File: config.mk
export PLATFORM = sky130hd
export DESIGN_NAME = mtr_drv_nch
export DESIGN_NICKNAME = d
export VERILOG_FILES = /design/src/rtl/mtr_drv_pkg.sv /design/src/rtl/nonoverlap.sv /design/src/rtl/mtr_drv_nch.sv
export SDC_FILE = /design/constraint.sdc
export NUM_CORES = 1
export LEC_CHECK = 0
export CAP_MARGIN = 10
export CELL_PAD_IN_SITES_DETAIL_PLACEMENT = 0
export CELL_PAD_IN_SITES_GLOBAL_PLACEMENT = 1
export CORE_ASPECT_RATIO = 1.5
export CORE_MARGIN = 5
export CORE_UTILIZATION = 43
export DETAILED_ROUTE_END_ITERATION = 10
export HOLD_SLACK_MARGIN = 0.12
export PLACE_DENSITY_LB_ADDON = 0.08
export SETUP_SLACK_MARGIN = 0.2
export SLEW_MARGIN = 0
export SYNTH_ARGS = -nofsm -noshare
export SYNTH_HDL_FRONTEND = slang
export SYNTH_SLANG_ARGS = --single-unit
File: constraint.sdc
create_clock -name clk -period 5.9 [get_ports clk]
set_clock_uncertainty 0.2 [all_clocks]
set_input_delay 0.885 -clock clk [delete_from_list [all_inputs] [get_ports clk]]
set_output_delay 0.885 -clock clk [all_outputs]
set_load 0.02 [all_outputs]
File: src/rtl/mtr_drv_pkg.sv
// Shared constants for the multi-channel motor PWM driver.
package mtr_drv_pkg;

  localparam int unsigned DEF_NCH       = 2;
  localparam int unsigned DEF_SPD_W     = 12;
  localparam int unsigned DEF_DEADTIME  = 32;
  localparam int unsigned DEF_BLANK_LEN = 128;
  localparam int unsigned DEF_OVR_LIMIT = 40;

  // Width of the saturating consecutive-faulted-period counter.
  localparam int unsigned FCNT_W = 6;

endpackage : mtr_drv_pkg

File: src/rtl/nonoverlap.sv
// Per-channel dead-time generator: turns one raw PWM into a non-overlapping
// high-side / low-side pair, with an immediate kill path.
module nonoverlap
  import mtr_drv_pkg::*;
#(
  parameter int unsigned DEADTIME = DEF_DEADTIME
) (
  input  logic clk,
  input  logic rst_n,
  input  logic raw,
  input  logic kill,
  output logic pwm1,
  output logic pwm2
);

  localparam int unsigned CW = $clog2(DEADTIME + 2);
  localparam logic [CW-1:0] DT = CW'(DEADTIME);

  logic [CW-1:0] hi_run;
  logic [CW-1:0] lo_run;
  logic [CW-1:0] hi_inc;
  logic [CW-1:0] lo_inc;

  // Run-length counters saturate once the dead time is satisfied.
  assign hi_inc = (hi_run == DT) ? hi_run : hi_run + CW'(1);
  assign lo_inc = (lo_run == DT) ? lo_run : lo_run + CW'(1);

  // A side turns on only after its raw level has held DEADTIME clocks; kill
  // drops both sides on the next edge and restarts the dead-time count.
  always_ff @(posedge clk or negedge rst_n) begin
    if (!rst_n) begin
      hi_run <= '0;
      lo_run <= '0;
      pwm1   <= 1'b0;
      pwm2   <= 1'b0;
    end else if (kill) begin
      hi_run <= '0;
      lo_run <= '0;
      pwm1   <= 1'b0;
      pwm2   <= 1'b0;
    end else begin
      hi_run <= raw ? hi_inc : '0;
      lo_run <= raw ? '0 : lo_inc;
      pwm1   <= raw & (hi_run == DT);
      pwm2   <= ~raw & (lo_run == DT);
    end
  end

endmodule : nonoverlap

File: src/rtl/mtr_drv_nch.sv
// Multi-channel H-bridge PWM driver with dead time, overcurrent blanking and
// latched overcurrent shutdown.
module mtr_drv_nch
  import mtr_drv_pkg::*;
#(
  parameter int unsigned NCH       = DEF_NCH,
  parameter int unsigned SPD_W     = DEF_SPD_W,
  parameter int unsigned DEADTIME  = DEF_DEADTIME,
  parameter int unsigned BLANK_LEN = DEF_BLANK_LEN,
  parameter int unsigned OVR_LIMIT = DEF_OVR_LIMIT
) (
  input  logic               clk,
  input  logic               rst_n,
  input  logic [NCH*SPD_W-1:0] spd,
  input  logic [NCH-1:0]     OVR_I,
  input  logic               clr_shtdwn,
  output logic [NCH-1:0]     PWM1,
  output logic [NCH-1:0]     PWM2,
  output logic               PWM_synch,
  output logic               ovr_I_blank,
  output logic [NCH-1:0]     fault_ch,
  output logic               OVR_I_shtdwn
);

  localparam int unsigned BLK_LO = DEADTIME;
  localparam int unsigned BLK_HI = DEADTIME + BLANK_LEN;

  logic [SPD_W-1:0]  cnt;
  logic [SPD_W-1:0]  cnt_nxt;
  logic              at_zero;
  logic              blank_nxt;

  logic [FCNT_W-1:0] fcnt;
  logic [FCNT_W-1:0] fcnt_nxt;
  logic [FCNT_W-1:0] fcnt_inc;
  logic              flt_per;
  logic              flt_per_nxt;
  logic [NCH-1:0]    fault_ch_nxt;
  logic              hold;
  logic              hold_nxt;
  logic              shtdwn_nxt;
  logic              hit;
  logic [NCH-1:0]    new_flt;
  logic              clr_ok;
  logic              clr_eff;
  logic              set_evt;
  logic              kill;

  assign cnt_nxt   = cnt + SPD_W'(1);
  assign at_zero   = (cnt == '0);
  assign blank_nxt = (32'(cnt_nxt) >= BLK_LO) && (32'(cnt_nxt) < BLK_HI);

  // Free-running period counter.
  always_ff @(posedge clk or negedge rst_n) begin
    if (!rst_n) cnt <= '0;
    else        cnt <= cnt_nxt;
  end

  // Blank window and period strobe, registered so they line up with cnt.
  always_ff @(posedge clk or negedge rst_n) begin
    if (!rst_n) begin
      ovr_I_blank <= 1'b0;
      PWM_synch   <= 1'b0;
    end else begin
      ovr_I_blank <= blank_nxt;
      PWM_synch   <= (cnt_nxt == '0);
    end
  end

  // Per-channel duty shadowing, raw compare and dead-time stage.
  for (genvar k = 0; k < int'(NCH); k++) begin : g_ch
    logic [SPD_W-1:0] duty_in;
    logic [SPD_W-1:0] shadow;
    logic [SPD_W-1:0] duty_eff;
    logic             raw;

    // Offset-binary: flipping the sign bit adds 2^(SPD_W-1).
    assign duty_in  = spd[k*SPD_W +: SPD_W] ^ {1'b1, {(SPD_W-1){1'b0}}};
    // The new duty already applies on the cnt==0 clock it is captured in.
    assign duty_eff = at_zero ? duty_in : shadow;
    assign raw      = (cnt < duty_eff);

    // Duty shadow updates only at the period boundary.
    always_ff @(posedge clk or negedge rst_n) begin
      if (!rst_n)       shadow <= '0;
      else if (at_zero) shadow <= duty_in;
    end

    nonoverlap #(
      .DEADTIME (DEADTIME)
    ) u_nonoverlap (
      .clk   (clk),
      .rst_n (rst_n),
      .raw   (raw),
      .kill  (kill),
      .pwm1  (PWM1[k]),
      .pwm2  (PWM2[k])
    );
  end

  assign new_flt  = OVR_I & {NCH{~ovr_I_blank}};
  assign hit      = |new_flt;
  assign clr_ok   = clr_shtdwn & ~(|OVR_I);
  assign fcnt_inc = (fcnt == '1) ? fcnt : fcnt + FCNT_W'(1);
  // Shutdown beats a simultaneous clear request.
  assign set_evt  = at_zero & flt_per & (fcnt_inc >= FCNT_W'(OVR_LIMIT));
  assign clr_eff  = clr_ok & ~set_evt;
  // Outputs drop on the same edge shutdown latches; after a clear they stay
  // off until the next period boundary.
  assign kill     = shtdwn_nxt | (hold & ~at_zero);

  // Fault bookkeeping, shutdown latch and restart hold next-state.
  always_comb begin
    fcnt_nxt     = fcnt;
    flt_per_nxt  = flt_per | hit;
    fault_ch_nxt = fault_ch | new_flt;
    shtdwn_nxt   = set_evt | (OVR_I_shtdwn & ~clr_eff);
    hold_nxt     = hold;
    if (at_zero) begin
      fcnt_nxt    = flt_per ? fcnt_inc : '0;
      flt_per_nxt = hit;
    end
    if (clr_eff) begin
      fcnt_nxt     = '0;
      flt_per_nxt  = 1'b0;
      fault_ch_nxt = '0;
    end
    if (shtdwn_nxt)   hold_nxt = 1'b1;
    else if (at_zero) hold_nxt = 1'b0;
  end

  // Fault state registers.
  always_ff @(posedge clk or negedge rst_n) begin
    if (!rst_n) begin
      fcnt         <= '0;
      flt_per      <= 1'b0;
      fault_ch     <= '0;
      OVR_I_shtdwn <= 1'b0;
      hold         <= 1'b0;
    end else begin
      fcnt         <= fcnt_nxt;
      flt_per      <= flt_per_nxt;
      fault_ch     <= fault_ch_nxt;
      OVR_I_shtdwn <= shtdwn_nxt;
      hold         <= hold_nxt;
    end
  end

endmodule : mtr_drv_nch

After elaboration in Yosys (flattened, before gate mapping)
Cells that the tools add are included.
Word-level totals
  word-level logic and storage cells: 96
  output and inout bits: 9
  flip-flop bits (word level): 77
  bits of input ports: 29
Cells by class
  eq/ne operators: 9
  bitwise gates (word level): 24
  reduce and logical (&&, ||, !) cells: 7
  magnitude comparators: 5
  multiplexer cells: 27
  add/subtract/negate cells: 6
Operator list (count)
  6-bit 2-to-1 mux: 16
  6-bit by 1-bit adder with 6-bit output (second input constant): 5
  6-bit == test (second input constant): 5
  12-bit logical NOT: 2
  12-bit < comparator: 2
  12-bit 2-to-1 mux: 2
  12-bit by 1-bit adder with 12-bit output (second input constant): 1
  12-bit by 6-bit >= comparator with 1-bit output (second input constant): 1
  12-bit by 8-bit < comparator with 1-bit output (second input constant): 1
  1-bit AND: 10
  1-bit inverter: 9
  1-bit 2-to-1 mux: 8
  6-bit >= comparator (second input constant): 1
  3-bit inequality test (second input constant): 2
  2-bit nonzero test: 2
  2-bit OR reduction: 2
  3-bit by 1-bit inequality test with 1-bit output (second input constant): 1
  3-bit by 2-bit inequality test with 1-bit output (second input constant): 1
  1-bit bitwise OR: 3
  2-bit AND: 1
  2-bit 2-to-1 mux: 1
  2-bit bitwise OR: 1
  1-bit logical AND: 1

Depth between registers and ports, before layout
Gate-level depths: netlist of the first run.
  word-level depth: 11
  mapped depth: 16
  gate-level depth less buffers: 13

By module
A second synthesis of the first run with hierarchy kept.
Second synthesis, totals
  cells, all modules: 429
  area, all modules: 4305.4 um^2
By module, submodules not included
  mtr_drv_nch: seq. area each 1226.2 um^2, cells each 287, area each 2839.0 um^2, instances 1
  nonoverlap: seq. area each 350.3 um^2, cells each 71, area each 733.2 um^2, instances 2

Worst setup path after synthesis of the first run
No wires, ideal clock.
  path type: reg-to-reg
  start point: register cnt[0]
  end point: register g_ch[1].u_nonoverlap.lo_run[2]
  arrival: 3.400 ns
  clock period less this slack: 3.751 ns
  data required time: 5.549 ns
  setup slack: 2.149 ns
  stages on the path, launching flop included: 14
  setup time: 0.151 ns
  buffers on the path: 2
  cell sequence: dfrtp_1 > inv_1 > ha_1 > or4b_4 > nor3_2 > buf_2 > mux2i_1 > ha_1 > a21oi_1 > a211oi_1 > a2111oi_0 > and3_1 > clkbuf_1 > nor4_1
On the way
  longest elaborated chain between the ends: 10
  elaborated cells on any way between the ends: 16
  those cells by class: order compare: 1; eq/ne: 1; mux: 3; bitwise: 10; reduce/logical: 1
RTL lines
  from (decl): line mtr_drv_nch.sv:28  | logic [SPD_W-1:0] cnt;
  from (signal assigned): line mtr_drv_nch.sv:56  | else cnt <= cnt_nxt;
  branches (longest 10 deep; another with 12-bit < comparator)
  to (signal assigned): line nonoverlap.sv:43  | lo_run <= raw ? '0 : lo_inc;
  to (decl): line nonoverlap.sv:20  | logic [CW-1:0] lo_run;
Several ways; the timed one is not identified.
A chain may end at the register's enable or synchronous reset.

Worst setup path in the final report of the first run
  start point: register cnt[0]
  end point: register g_ch[1].u_nonoverlap.hi_run[2]
On the way
  longest elaborated chain between the ends: 10
  elaborated cells on any way between the ends: 16
  those cells by class: order compare: 1; eq/ne: 1; mux: 3; bitwise: 10; reduce/logical: 1
RTL lines
  branches (longest 10 deep; another with 12-bit < comparator)
  to (signal assigned): line nonoverlap.sv:42  | hi_run <= raw ? hi_inc : '0;
  to (decl): line nonoverlap.sv:19  | logic [CW-1:0] hi_run;
Several ways; the timed one is not identified.

==> summary.md, run 1 <==
| Metric | Value |
|---|---|
| Worst slew pin tran | 1.12 ns |
| Arr. time, crit path | 4.57 ns |
| Worst setup EP type | flop |
| Nets@finish | about 510 |
| Fmax | 220 MHz |
| Reg2Reg Capture Point | g_ch[1].u_nonoverlap.hi_run[2] |
| # hold bufs at CTS | 0 |
| Later-pin clock latency in the skew report | about 0.34 ns |
| Antenna Cells | 0 |
| CP Capture Point | g_ch[1].u_nonoverlap.hi_run[2] |
| Yosys warns | 0 |
| DR WL/cell | about 15 um |
| Part of the power in registers | a little under half |
| RR Startpoint | cnt[0] |
| Largest buffer count on any clock path | 2 |
| First-pass GRT wire length | roughly 15 mm |
| PD cells | about 240 mW/mm2 |
| Std-Cell Core Area | between 0.009 and 0.01 mm2 |
| FF+latch count, synth | 77 |
| Post-synthesis compound-gate area fraction | between 8 and 9% |
| Switching Fraction | a little over a fifth |
| Post-CTS Repair Setup Buffers | 0 |
| DRC | 0 |
| NetSw | about 250 uW |
| Via/cell ratio | 5.32 |
| Post-route insts no fill | between 500 and 600 |
| Hold Fails Final Rpt | 0 |
| Crit Path Class | flop to flop |
| Cell Rows | 44 |
| Combinational fraction of design power | around 5.2% |
| Initial core utilization | between 40% and 50% |
| Critical Path Start | cnt[0] |
| Boundary pin count | 38 |
| RSZ-0062 raised after global routing | false |
| Fin crit share | a little under 80% |
| Max Cap Viol | 0 |
| Port bufs | 37 |
| Pre-antenna DRT Iters | 4 |
| Top-area cell type share of the netlist area | 46.2% |
| PostCTS Resize Cnt | 0 |
| Setup WS pre-CTS | 1.33 ns |
| DR vias | roughly 3.0k |
| Clock power frac | between 40% and 50% |
| Antenna violations before repair | 0 |
| VDD IR-drop max | around 0.14 mV |
| Number of synthesized flops with an enable pin | 0 |
| Post-layout util | around half |
| Detailed Place HPWL | 6.32 mm |
| Num CTS Buffers | 9 |
| Synth Area in Simple Gates | 18.1% |
| Vias in the first global route | 3167 |
| Clk sinks | between 70 and 80 |
| Aggregate routed wire length | just under 9 mm |
| Largest family of logic cells by synthesized area | simple AND/OR/NAND/NOR gates |
| H-Tree Depth | 3 |
| Top_reg_cell synth | dfrtp_1 |
| Finish-stage setup viols | 0 |
| Total Die Area | around 0.012 mm2 |
| Drt first-iter violations | between 90 and 100 |
| Final WS setup | 1.35 ns |
| Largest stage delay on the critical path | ~0.87 ns |
| Mapped Area | ~0.0042 mm2 |
| Placed cells | 550 |
| Gr usage total | about 16% |
| Clk root buf | clkbuf_16 |
| Design area | 0.00493 mm2 |
| CP max-delay cell | nor3_4 |
| Ranking of synthesized cells by area | dfrtp_1 46%, ha_1 9.9%, mux2i_1 5.0% |
| Post-synthesis mux area share | between 5 and 6% |
| Static Leakage | 0.00220 uW |
| CP startpoint kind | flop |
| Hold Crit Class | flop to flop |
| CP max FO | 18 |
| Post-DRT Antenna Nets | 0 |
| Net Count, Synth | around 470 |
| Worst-case reg-to-reg path depth | 11 |
| Die H | about 130 um |
| Largest net degree at the start of global routing | approximately 80 |
| Synth-to-Final Area Change | 18.2% |
| Die X | 90.4 um |
| Worst path cell trace | inv_1, ha_1, or4b_4, nor3_4, mux2i_1, ha_1, a21oi_1, a211oi_1, a2111oi_0, nand3_1, nor4_1 |
| Worst-path clk slew | roughly 0.060 ns |
| CTS tree | yes |
| CP required | ~5.9 ns |
| Syn_area_per_cell | about 10 um2 |
| Rel. slew slack | around 25% |
| Cells after synthesis | 411 |
| Final Critical Period | 4.55 ns |
| Status | finished, final reports clean |
| Most frequent CP cell | ha_1 |
| Yosys cell types | 50 |
| Total grt overflow | 0 |
| R2r setup slk | about 1.4 ns |
| Most frequent cells after synthesis | 77 x dfrtp_1, 39 x nand2_1, 38 x inv_1 |
| Post-DP Area | ~0.0046 mm2 |
| Leading area contributor after synthesis | dfrtp_1 |
| GPL Wtd Cong | slightly above 0.8 |
| Internal power | 938 uW |
| Top-count cell post-synth | dfrtp_1 |
| Slew Limit Fails | 0 |
| Share of layout cells above drive strength 1 | approximately 5.3% |
| Total negative setup slack | 0 ns |
| Sequential share of the synthesized area | 46.2% |
| Async set or reset register ratio after synthesis | 100% |
| Synth Area in Adders | 9.91% |
| Post-synthesis xor/xnor area fraction | under 10% |
==> cell families (layout without fill, tap and decap cells) <==
| kind of cell | after synthesis | in the layout |
|---|---|---|
| AND/OR/NAND/NOR | 144 | 144 |
| flip-flops | 77 | 77 |
| AO/OA/AOI/OAI | 52 | 52 |
| buffers and inverters | 52 | 92 |
| adder cells (fa/ha/maj) | 33 | 33 |
| XOR/XNOR | 32 | 32 |
| multiplexers | 21 | 21 |
==> how the worst min path moves through the flow <==
stage / from / to / slack, ns / cells after the start
final: g_ch[1].shadow[0] / g_ch[1].shadow[0] / 0.28 / 2
after global routing: g_ch[0].shadow[0] / g_ch[0].shadow[0] / 0.31 / 2
after CTS: g_ch[1].shadow[0] / g_ch[1].shadow[0] / 0.28 / 2
after detailed placement: g_ch[1].shadow[0] / g_ch[1].shadow[0] / 0.27 / 2
after global placement: g_ch[0].shadow[5] / g_ch[0].shadow[5] / 0.26 / 2
after floorplan: g_ch[1].shadow[0] / g_ch[1].shadow[0] / 0.24 / 2
==> power groups by stage <==
stage	logic (uW)	clock network (uW)	registers (uW)
final	61.9	584	542
after global routing	71.0	628	542
after CTS	63.9	601	541
after detailed placement	63.5	0	551
after global placement	63.1	0	551
after floorplan	23.2	0	552
==> registers in the layout, summed over array words and instances, names as in the netlist, 2 cells and up <==
register	count
fault_ch	2
g_ch.shadow	24
cnt	12
g_ch.u_nonoverlap.pwm1	2
fcnt	6
g_ch.u_nonoverlap.hi_run	12
g_ch.u_nonoverlap.lo_run	12
g_ch.u_nonoverlap.pwm2	2
==> critical path: cells and delay by family (launching register included) <==
family | cells | cell delay [ns]
AOI/OAI and AO/OA | 3 | 0.81
adders and majority gates | 2 | 0.43
buffers and inverters | 1 | 0.11
DFF | 1 | 0.45
muxes | 1 | 0.35
and+or+nand+nor | 4 | 2.08
==> metrics by stage <==
step                      power [uW]  hold WS (ns)
after floorplan                  575         0.238
after global placement           614         0.258
after detailed placement         615         0.269
after CTS                       1210         0.280
after global routing            1240         0.307
final                           1190         0.278
==> layout make-up <==
| class | count | area [um2] |
|---|---|---|
| Clock inverter | 6 | 87.6 |
| Tap cell | 115 | 144 |
| Sequential cell | 77 | 1930 |
| Multi-Input combinational cell | 282 | 2020 |
| Inverter | 38 | 143 |
| Fill cell | 895 | 4650 |
| Clock buffer | 10 | 229 |
| Timing Repair Buffer | 38 | 375 |
==> placed cells by master (no fill, tap or decap), types with 15 or more instances in the layout <==
| cell | instances |
|---|---|
| a21oi_1 | 18 |
| clkdlybuf4s50_1 | 36 |
| dfrtp_1 | 77 |
| ha_1 | 33 |
| inv_1 | 38 |
| mux2i_1 | 21 |
| nand2_1 | 39 |
| nand3_1 | 21 |
| nor3_1 | 29 |
| xnor2_1 | 17 |
| xor2_1 | 15 |
==> layer usage <==
layer  wire length (um)  global-route usage, %  part of all wire, %  vias up
li1                   -                      -                    -     1511
met1               3770                   19.2                   43     1445
met2               4500                   29.1                   52       42
met3                272                   3.09                  3.1       12
met4                150                   6.84                  1.7        0
met5                  0                      0                    0        -
(Power assumes the default switching activity.)
==> run 2: changes to the inputs <==
--- a/config.mk
+++ b/config.mk
@@ -10,7 +10,7 @@
 export CELL_PAD_IN_SITES_GLOBAL_PLACEMENT = 1
 export CORE_ASPECT_RATIO = 1.5
 export CORE_MARGIN = 5
-export CORE_UTILIZATION = 43
+export CORE_UTILIZATION = 41
 export DETAILED_ROUTE_END_ITERATION = 10
 export HOLD_SLACK_MARGIN = 0.12
 export PLACE_DENSITY_LB_ADDON = 0.08
==> constraint.sdc (replaced) <==
create_clock -name clk -period 3.6 [get_ports clk]
set_clock_uncertainty 0.2 [all_clocks]
set_input_delay 0.54 -clock clk [delete_from_list [all_inputs] [get_ports clk]]
set_output_delay 0.54 -clock clk [all_outputs]
set_load 0.02 [all_outputs]
==> summary.md, run 2 (synthesis results as in run 1) <==
| Metric | Value |
|---|---|
| Crit-path leading delay family | simple AND/OR/NAND/NOR gates |
| Total Die Area | around 0.012 mm2 |
| Reg with most FFs | g_ch.shadow |
| Most frequent cells in the layout | 77 x dfrtp_1, 39 x nand2_1, 37 x inv_1 |
| PD cells | around 350 mW/mm2 |
| Largest stage delay on the critical path | 0.50 ns |
| Largest buffer count on any clock path | 2 |
| GPL Wtd Cong | roughly 0.78 |
| Largest net degree at the start of global routing | between 70 and 80 |
| CP max FO | 7 |
| Post-DRT Antenna Nets | 0 |
| Clk sinks | 77 |
| Vias in the first global route | about 3.3k |
| Worst path bufs/invs | 4 |
| RSZ-0062 raised after global routing | true |
| Port bufs | 37 |
| RR Startpoint | cnt[0] |
| Rel. slew slack | between 30% and 40% |
| Slew Limit Fails | 0 |
| Std-Cell Core Area | between 0.01 and 0.015 mm2 |
| Worst path depth | 14 |
| Aggregate routed wire length | approximately 9.8 mm |
| CTS tree | yes |
| DR vias | approximately 3.2k |
| Boundary pin count | 38 |
| CP required | around 3.6 ns |
| Placed cells | roughly 570 |
| Post-layout util | ~55% |
| CP startpoint kind | flop |
| Detailed Place HPWL | between 6 and 7 mm |
| Antenna Cells | 0 |
| Max Cap Viol | 0 |
| First-pass GRT wire length | 16.2 mm |
| CP max-delay cell | or4b_4 |
| Synth-to-Final Area Change | 32.7% |
| Num CTS Buffers | 9 |
| Worst-path clk slew | 0.06 ns |
| Largest register FFs | 24 |
| Status | finished, final reports clean |
| Antenna violations before repair | 0 |
| Worst-case reg-to-reg path depth | 14 |
| Number of fill cells in the layout | ~900 |
| Clk root buf | clkbuf_16 |
| Finish-stage setup viols | 0 |
| Hold Fails Final Rpt | 0 |
| H-Tree Depth | 3 |
| Share of layout cells above drive strength 1 | roughly a fifth |
| Final Critical Period | between 3 and 4 ns |
| Cell Rows | 45 |
| Die H | 133 um |
| DR WL/cell | roughly 16 um |
| Pre-antenna DRT Iters | 4 |
| Worst slew pin tran | 1.02 ns |
| Die X | a little over 90 um |
| Static Leakage | between 0.002 and 0.0025 uW |
| Post-route insts no fill | ~600 |
| R2r setup slk | 0.17 ns |
| Via/cell ratio | approximately 5.3 |
| Later-pin clock latency in the skew report | between 0.3 and 0.4 ns |
| Hold Crit Class | input port to asynchronous set/reset pin |
| Nets@finish | between 500 and 600 |
| Initial core utilization | around two fifths |
| CP Capture Point | g_ch[0].u_nonoverlap.pwm2 |
| Crit Path Class | flop to flop |
| Most common cell after layout, fill and taps aside | dfrtp_1 |
| Reg2Reg Capture Point | g_ch[0].u_nonoverlap.pwm2 |
| Total grt overflow | 0 |
| Worst setup EP type | flop |
| Fmax | about 290 MHz |
| Drt first-iter violations | around 100 |
| Gr usage total | ~17% |
| # hold bufs at CTS | 0 |
| DRC | 0 |
| Critical Path Start | cnt[0] |
| Arr. time, crit path | 3.43 ns |
| Power, Total | 1910 uW |
| VDD IR-drop max | about 0.23 mV |
| Fin crit share | a little over nine tenths |
| Worst path cell trace | inv_2, ha_1, or4b_4, nor3_4, buf_6, buf_12, buf_6, mux2i_4, ha_1, and4_1, a32oi_1, a21o_1, o211a_4, nor3_2 |
==> run 2: changes by cell type in the layout (fill, tap and decap cells not counted), sizes merged <==
cell      delta
buf         +35
bufinv       -1
clkbuf       +2
clkinv       -2
clkinvlp     +1
==> run 2: cell type report <==
type                    instances  area (um2)  share of cell area (%)
multi-input cells             282        2340                    42.4
clock inverters                 4        47.5                   0.860
well taps                     117         146                    2.65
flip-flops and latches         77        1930                    34.8
inverters                      38         143                    2.58
repair buffers                 73         677                    12.2
clock buffers                  12         246                    4.46
==> run 2: power by group <==
part           switching, uW  internal (uW)  leakage [uW]
Sequential              8.88            882      0.000994
Combinational           62.2           63.0       0.00128
Clock                    344            554      0.000143
==> run 2: how the worst min path moves through the flow <==
stage                         endpoint  slack, ns  cells past startpoint
after floorplan           OVR_I_shtdwn       0.04                      0
after global placement          cnt[0]       0.23                      1
after detailed placement        cnt[0]       0.24                      1
after CTS                      fcnt[0]       0.22                      1
after global routing           fcnt[0]       0.27                      1
final                          fcnt[0]       0.16                      1
==> run 2: repair_timing <==
item,CTS,global route
setup endpoints to repair,28,28
gates cloned,1,0
pin swaps,31,14
setup buffers,12,5
resized for setup,42,17
==> run 2: through the flow <==
stage | setup WS [ns] | hold WS (ns) | cell area [um2] | setup TNS, ns
CTS | 0.136 | 0.224 | 5350 | 0
detailed placement | 0.0497 | 0.243 | 4770 | 0
floorplan | 0.210 | 0.0444 | 4200 | 0
global placement | 0.139 | 0.232 | 4770 | 0
global route | -0.0344 | 0.270 | 5530 | -0.258
finish | 0.169 | 0.158 | 5530 | 0
==> run 2: metal layers <==
| layer | vias up | track usage, % | share of wire (%) |
|---|---|---|---|
| met5 | - | 0 | 0 |
| met4 | 0 | 4.71 | 1.3 |
| met3 | 10 | 3.45 | 2.8 |
| met2 | 45 | 30.7 | 55 |
| met1 | 1587 | 19.1 | 41 |
| li1 | 1579 | - | - |
